**config.mk**
```make
export PLATFORM = sky130hd
export DESIGN_NAME = multicycle_control
export DESIGN_NICKNAME = d
export VERILOG_FILES = /design/src/rtl/multicycle_control_pkg.sv /design/src/rtl/multicycle_control_ctrl_decode.sv /design/src/rtl/multicycle_control.sv
export SDC_FILE = /design/constraint.sdc
export NUM_CORES = 1
export LEC_CHECK = 0
export CORE_MARGIN = 3
export CORE_UTILIZATION = 45
export CTS_BUF_LIST = sky130_fd_sc_hd__clkbuf_16
export DETAILED_ROUTE_END_ITERATION = 8
export GPL_TIMING_DRIVEN = 0
export MAX_ROUTING_LAYER = met4
export PLACE_DENSITY = 0.7
export SYNTH_ARGS = -nofsm -noshare
export SYNTH_HDL_FRONTEND = slang
export SYNTH_SLANG_ARGS = --single-unit
```
**constraint.sdc**
```tcl
create_clock -name clk -period 2.4 [get_ports clk]
set_input_delay 0.48 -clock clk [delete_from_list [all_inputs] [get_ports clk]]
set_output_delay 0.48 -clock clk [all_outputs]
set_load 0.005 [all_outputs]
```
**src/rtl/multicycle_control_pkg.sv**
```systemverilog
`default_nettype none
// ============================================================================
// Module      : multicycle_control_pkg
// Description : Opcode, FSM state and PC-source encodings shared by the
//               multi-cycle control FSM and its static strobe decoder.
// Revision    : 1.0 - initial release
// ============================================================================
package multicycle_control_pkg;

    typedef logic [6:0] opcode_t;

    localparam opcode_t c_OP_RTYPE  = 7'b0110011;
    localparam opcode_t c_OP_ITYPE  = 7'b0010011;
    localparam opcode_t c_OP_LOAD   = 7'b0000011;
    localparam opcode_t c_OP_STORE  = 7'b0100011;
    localparam opcode_t c_OP_BRANCH = 7'b1100011;
    localparam opcode_t c_OP_JAL    = 7'b1101111;
    localparam opcode_t c_OP_JALR   = 7'b1100111;

    localparam logic [2:0] c_ST_FETCH    = 3'd0;
    localparam logic [2:0] c_ST_DECODE   = 3'd1;
    localparam logic [2:0] c_ST_EXEC     = 3'd2;
    localparam logic [2:0] c_ST_MAC_WAIT = 3'd3;
    localparam logic [2:0] c_ST_MEM      = 3'd4;
    localparam logic [2:0] c_ST_WB       = 3'd5;
    localparam logic [2:0] c_ST_TRAP     = 3'd6;

    localparam logic [1:0] c_PC_SRC_PC4     = 2'd0;
    localparam logic [1:0] c_PC_SRC_PC_IMM  = 2'd1;
    localparam logic [1:0] c_PC_SRC_RS1_IMM = 2'd2;

    function automatic logic op_is_legal(input opcode_t op);
        case (op)
            c_OP_RTYPE, c_OP_ITYPE, c_OP_LOAD, c_OP_STORE,
            c_OP_BRANCH, c_OP_JAL, c_OP_JALR: op_is_legal = 1'b1;
            default:                          op_is_legal = 1'b0;
        endcase
    endfunction

endpackage
`default_nettype wire

```
**src/rtl/multicycle_control_ctrl_decode.sv**
```systemverilog
`default_nettype none
// ============================================================================
// Module      : ctrl_decode
// Description : Static strobe decode from the latched opcode and FSM state.
// Revision    : 1.0 - initial release
// ============================================================================
module ctrl_decode
    import multicycle_control_pkg::*;
(
    input  logic [6:0] op_i,
    input  logic [2:0] state_i,
    output logic       alu_src_o,
    output logic       mem_to_reg_o,
    output logic       mem_read_o,
    output logic       mem_write_o,
    output logic       is_legal_o
);

    always_comb begin
        alu_src_o    = 1'b0;
        mem_to_reg_o = 1'b0;
        mem_read_o   = 1'b0;
        mem_write_o  = 1'b0;
        is_legal_o   = op_is_legal(op_i);
        case (state_i)
            c_ST_EXEC: alu_src_o = (op_i == c_OP_ITYPE) || (op_i == c_OP_LOAD) ||
                                   (op_i == c_OP_STORE) || (op_i == c_OP_JALR);
            c_ST_MEM: begin
                mem_read_o  = (op_i == c_OP_LOAD);
                mem_write_o = (op_i == c_OP_STORE);
            end
            c_ST_WB:   mem_to_reg_o = (op_i == c_OP_LOAD);
            default:   ;
        endcase
    end

endmodule
`default_nettype wire

```
**src/rtl/multicycle_control.sv**
```systemverilog
`default_nettype none
// ============================================================================
// Module      : multicycle_control
// Description : Multi-cycle instruction sequencer with memory and MAC stalls.
// Revision    : 1.0 - initial release
// ============================================================================
module multicycle_control
    import multicycle_control_pkg::*;
#(
    parameter int MAC_LATENCY = 3,
    parameter int CNT_W       = 4
) (
    input  logic       clk,
    input  logic       rst,
    input  logic [6:0] opcode,
    input  logic       mac_op,
    input  logic       branch_taken,
    input  logic       imem_ready,
    input  logic       dmem_ready,
    output logic       imem_req,
    output logic       ir_write,
    output logic       pc_write,
    output logic [1:0] pc_src,
    output logic       reg_write,
    output logic       mem_read,
    output logic       mem_write,
    output logic       mem_to_reg,
    output logic       alu_src,
    output logic       branch,
    output logic       mac_start,
    output logic       illegal,
    output logic       busy
);

    logic [2:0]       state_q, state_d;
    logic [6:0]       op_q, op_d;
    logic             mac_q, mac_d;
    logic [CNT_W-1:0] cnt_q, cnt_d;
    logic             illegal_q, illegal_d;

    logic [6:0] w_dec_op;
    logic       w_is_legal, w_alu_src, w_mem_to_reg, w_mem_read, w_mem_write;
    logic       w_imem_req, w_ir_write, w_pc_write, w_reg_write, w_branch, w_mac_start;
    logic [1:0] w_pc_src;

    // Legality must be judged on the live opcode while DECODE is latching it.
    assign w_dec_op = (state_q == c_ST_DECODE) ? opcode : op_q;

    ctrl_decode u_ctrl_decode (
        .op_i         (w_dec_op),
        .state_i      (state_q),
        .alu_src_o    (w_alu_src),
        .mem_to_reg_o (w_mem_to_reg),
        .mem_read_o   (w_mem_read),
        .mem_write_o  (w_mem_write),
        .is_legal_o   (w_is_legal)
    );

    always_comb begin
        state_d     = state_q;
        op_d        = op_q;
        mac_d       = mac_q;
        cnt_d       = cnt_q;
        illegal_d   = illegal_q;
        w_imem_req  = 1'b0;
        w_ir_write  = 1'b0;
        w_pc_write  = 1'b0;
        w_pc_src    = c_PC_SRC_PC4;
        w_reg_write = 1'b0;
        w_branch    = 1'b0;
        w_mac_start = 1'b0;
        case (state_q)
            c_ST_FETCH: begin
                w_imem_req = 1'b1;
                if (imem_ready) begin
                    w_ir_write = 1'b1;
                    w_pc_write = 1'b1;
                    state_d    = c_ST_DECODE;
                end
            end
            c_ST_DECODE: begin
                op_d  = opcode;
                mac_d = mac_op;
                if (w_is_legal) begin
                    state_d = c_ST_EXEC;
                end else begin
                    state_d   = c_ST_TRAP;
                    illegal_d = 1'b1;
                end
            end
            c_ST_EXEC: begin
                case (op_q)
                    c_OP_RTYPE: begin
                        if (mac_q) begin
                            w_mac_start = 1'b1;
                            cnt_d       = CNT_W'(MAC_LATENCY - 1);
                            state_d     = c_ST_MAC_WAIT;
                        end else begin
                            state_d = c_ST_WB;
                        end
                    end
                    c_OP_ITYPE:             state_d = c_ST_WB;
                    c_OP_LOAD, c_OP_STORE:  state_d = c_ST_MEM;
                    c_OP_BRANCH: begin
                        w_branch = 1'b1;
                        if (branch_taken) begin
                            w_pc_write = 1'b1;
                            w_pc_src   = c_PC_SRC_PC_IMM;
                        end
                        state_d = c_ST_FETCH;
                    end
                    c_OP_JAL: begin
                        w_pc_write = 1'b1;
                        w_pc_src   = c_PC_SRC_PC_IMM;
                        state_d    = c_ST_WB;
                    end
                    c_OP_JALR: begin
                        w_pc_write = 1'b1;
                        w_pc_src   = c_PC_SRC_RS1_IMM;
                        state_d    = c_ST_WB;
                    end
                    default:                state_d = c_ST_TRAP;
                endcase
            end
            c_ST_MAC_WAIT: begin
                if (cnt_q == '0) begin
                    state_d = c_ST_WB;
                end else begin
                    cnt_d = cnt_q - 1'b1;
                end
            end
            c_ST_MEM: begin
                if (dmem_ready) begin
                    state_d = (op_q == c_OP_STORE) ? c_ST_FETCH : c_ST_WB;
                end
            end
            c_ST_WB: begin
                w_reg_write = 1'b1;
                state_d     = c_ST_FETCH;
            end
            c_ST_TRAP: ;
            default:   state_d = c_ST_FETCH;
        endcase
    end

    always_ff @(posedge clk) begin
        if (rst) begin
            state_q   <= c_ST_FETCH;
            op_q      <= '0;
            mac_q     <= 1'b0;
            cnt_q     <= '0;
            illegal_q <= 1'b0;
        end else begin
            state_q   <= state_d;
            op_q      <= op_d;
            mac_q     <= mac_d;
            cnt_q     <= cnt_d;
            illegal_q <= illegal_d;
        end
    end

    // Reset silences every output immediately, dropping any pending request.
    assign imem_req   = w_imem_req   & ~rst;
    assign ir_write   = w_ir_write   & ~rst;
    assign pc_write   = w_pc_write   & ~rst;
    assign pc_src     = rst ? c_PC_SRC_PC4 : w_pc_src;
    assign reg_write  = w_reg_write  & ~rst;
    assign mem_read   = w_mem_read   & ~rst;
    assign mem_write  = w_mem_write  & ~rst;
    assign mem_to_reg = w_mem_to_reg & ~rst;
    assign alu_src    = w_alu_src    & ~rst;
    assign branch     = w_branch     & ~rst;
    assign mac_start  = w_mac_start  & ~rst;
    assign illegal    = illegal_q    & ~rst;
    assign busy       = (state_q != c_ST_FETCH) & ~rst;

endmodule
`default_nettype wire

```
==> impl_metrics.py <==
metrics = {
    "outcome": {
        "status": "completed",
    },
    "routing": {
        "routedWlPerCell_um": 14.4,
        "vias_per_cell": 5.51,
        "routed_wl_mm": 2.80,
        "ant_nets": 0,
        "vias": 1068,
        "drt_pass1_iterations": 4,
        "drt-initial-drc-count": 31,
        "drcViolationCount": 0,
    },
    "clock_network": {
        "clock-root-buffer": "clkbuf_16",
        "cts_buffers": 3,
        "cts.sinks": 16,
        "clk_latency_ps": 250,
        "cts_tree": "built",
        "h-tree-depth": 1,
        "clock_path_buffers": 2,
        "clkTransAtPathRegs_ps": 50,
    },
    "logic_synthesis": {
        "synth_seq_area_share_pct": 30.1,
        "syn_area_per_cell_um2": 8.24,
        "synth_cells": 129,
        "synth_ff_type": "dfxtp_1",
        "synthTopCellsByCount": "20 x nor2_1, 16 x dfxtp_1, 9 x mux2i_1",
        "synth_edf_count": 0,
        "yosysMostFrequentCell": "nor2_1",
        "ys_seq_elements": 16,
        "yosysTopAreaCell": "dfxtp_1",
        "async_flop_share_pct": 0,
        "synthTopCellsByArea": "dfxtp_1 30%, mux2i_1 8.5%, nor2_1 7.1%",
        "synth_warnings": 0,
        "yosysTopAreaCellShare_pct": 30.1,
        "synth.cell_area_mm2": 0.00106,
        "ys_types": 44,
        "syn_nets": 144,
    },
    "timing": {
        "setup_ws_ps": 69.8,
        "finClkSkew_ps": 1.11,
        "fin_crit_sh_pct": 97.1,
        "finalSetupViolations": 0,
        "fmax_mhz": 429,
        "max_slew_margin_pct": 71.1,
        "period_needed_ps": 2330,
        "maxSlewViolCount": 0,
        "tightest_slew_ps": 431,
        "fin_hold_ws_ps": 494,
        "hold_violations": 0,
    },
    "power_and_ir_drop": {
        "p_int_mw": 0.850,
        "power.density_mw_per_mm2": 851,
        "combPwrFrac_pct": 46.6,
        "clock_power_share_pct": 24.8,
        "swShare_pct": 35.7,
        "p_sw_mw": 0.473,
        "vdd_ir_drop_max_mv": 0.587,
        "p_leak_nw": 0.606,
        "seq_power_share_pct": 28.6,
        "total_power_mw": 1.32,
    },
    "cells_and_area": {
        "regArea_um2": 327,
        "n_antenna_cell": 0,
        "post-route-util_pct": 74.0,
        "final_layout_size_suffix_gt1_share_pct": 26.9,
        "nNetsFinal": 183,
        "fin_area_mm2": 0.00156,
        "multi_input_area_um2": 739,
        "fill_cells": 175,
        "area_delta_synth_final_pct": 46.2,
    },
    "hold_path": {
        "hp-class": "reg -> reg",
        "hold_depth": 2,
    },
    "placement": {
        "dpl.hpwl_mm": 1.98,
        "dp_slack_ps": -462,
        "placed_cell_area_mm2": 0.00136,
        "port-buffer-count": 26,
        "gp_congestion": 0.886,
    },
    "floorplan": {
        "die_h_um": 54.6,
        "pin_count": 27,
        "dieArea_mm2": 0.00298,
        "die_w_um": 54.6,
        "core_area_mm2": 0.00210,
        "rows": 16,
        "initial_core_util_pct": 50.6,
    },
    "job": {
        "max-cap-violations": 0,
    },
    "critical_path": {
        "reg2reg_depth": 8,
        "cp_data_required_time_ps": 1920,
        "cp.arrival_ps": 1850,
        "critPathLaunchType": "flip-flop",
        "worstSetupPathType": "reg -> out",
        "cp-end-kind": "output port",
        "crit_fanout": 5,
    },
    "global_routing": {
        "grt_start_max_net_pins": 11,
        "antenna_found_initial": 0,
        "grt_pass1_vias": 1019,
        "grt_pass1_wl_mm": 4.64,
        "grt-ovfl-total": 0,
        "grt_use_total_pct": 22.2,
    },
}
-- power by group through the flow --
stage	sequential, mW	combinational (mW)	clock, mW
after detailed placement	0.363	0.549	0
after global placement	0.361	0.538	0
after global routing	0.387	0.665	0.343
after CTS	0.363	0.590	0.330
final	0.379	0.616	0.328
after floorplan	0.353	0.400	0
-- layout by cell type, fill, tap and decap left out, types with 3 or more instances in the layout --
cell / n
a21oi_1: 8
buf_2: 3
buf_4: 9
buf_6: 3
clkbuf_16: 3
clkdlybuf4s50_1: 17
dfxtp_1: 11
dfxtp_2: 5
dlygate4sd2_1: 5
inv_1: 5
mux2i_1: 9
nand2_1: 6
nor2_1: 18
nor3_1: 5
nor3_2: 3
nor3b_1: 3
-- final timing paths --
kind | from | end | slack (ps)
worst min-delay path | illegal_q | illegal_q | 490
worst min register to register | illegal_q | illegal_q | 490
worst max-delay path | op_q[4] | alu_src | 70
worst max register to register | op_q[2] | state_q[1] | 590
-- metrics by stage --
step	setup TNS [ps]	std cells
finish	0	194
global route	-9.94	194
CTS	-11.6	192
detailed placement	-1770	182
global placement	-1710	182
floorplan	0	129
-- registers in the layout, indices dropped and copies added, names as in the netlist --
name	cells
cnt_q	4
illegal_q	1
op_q	7
mac_q	1
state_q	3
-- what timing repair did --
item | CTS | global route
buffers inserted | 6 | 3
cloned | 0 | 0
pin swaps | 5 | 6
hold buffers | 0 | 0
setup endpoints to repair | 10 | 6
gates resized for setup | 24 | 19
-- routing by layer --
metal	routed length [um]	GRT usage (%)	up-vias
met2	1290	36.4	44
met3	195	3.27	2
li1	-	-	538
met4	12	7.47	0
met5	0	-	-
met1	1300	27.5	484
-- area by class of cell --
class,count,area share [%]
plain buffers,6,3.06
multi-input cells,101,47.5
flip-flops and latches,16,21.0
repair buffers,35,20.0
clock inverters,1,0.241
well taps,27,2.17
clock buffers,3,4.83
inverters,5,1.21
-- cells by family after synthesis --
group / Yosys count / synth area share [%]
mux: 11 / 10.6
xor+xnor: 3 / 2.47
compound gates: 23 / 15.4
buf+inv: 12 / 5.65
flops: 16 / 30.1
simple gates: 62 / 33.4
fa+ha+maj: 2 / 2.35
-- critical path, cell delays in order, from the launching register on --
cell             delay, ps
dfxtp_2                350
and4b_2                340
nand3_1                140
o21ai_1                140
and2_1                 140
clkdlybuf4s50_1        490
Note: power is estimated with default switching activity, not from simulation.
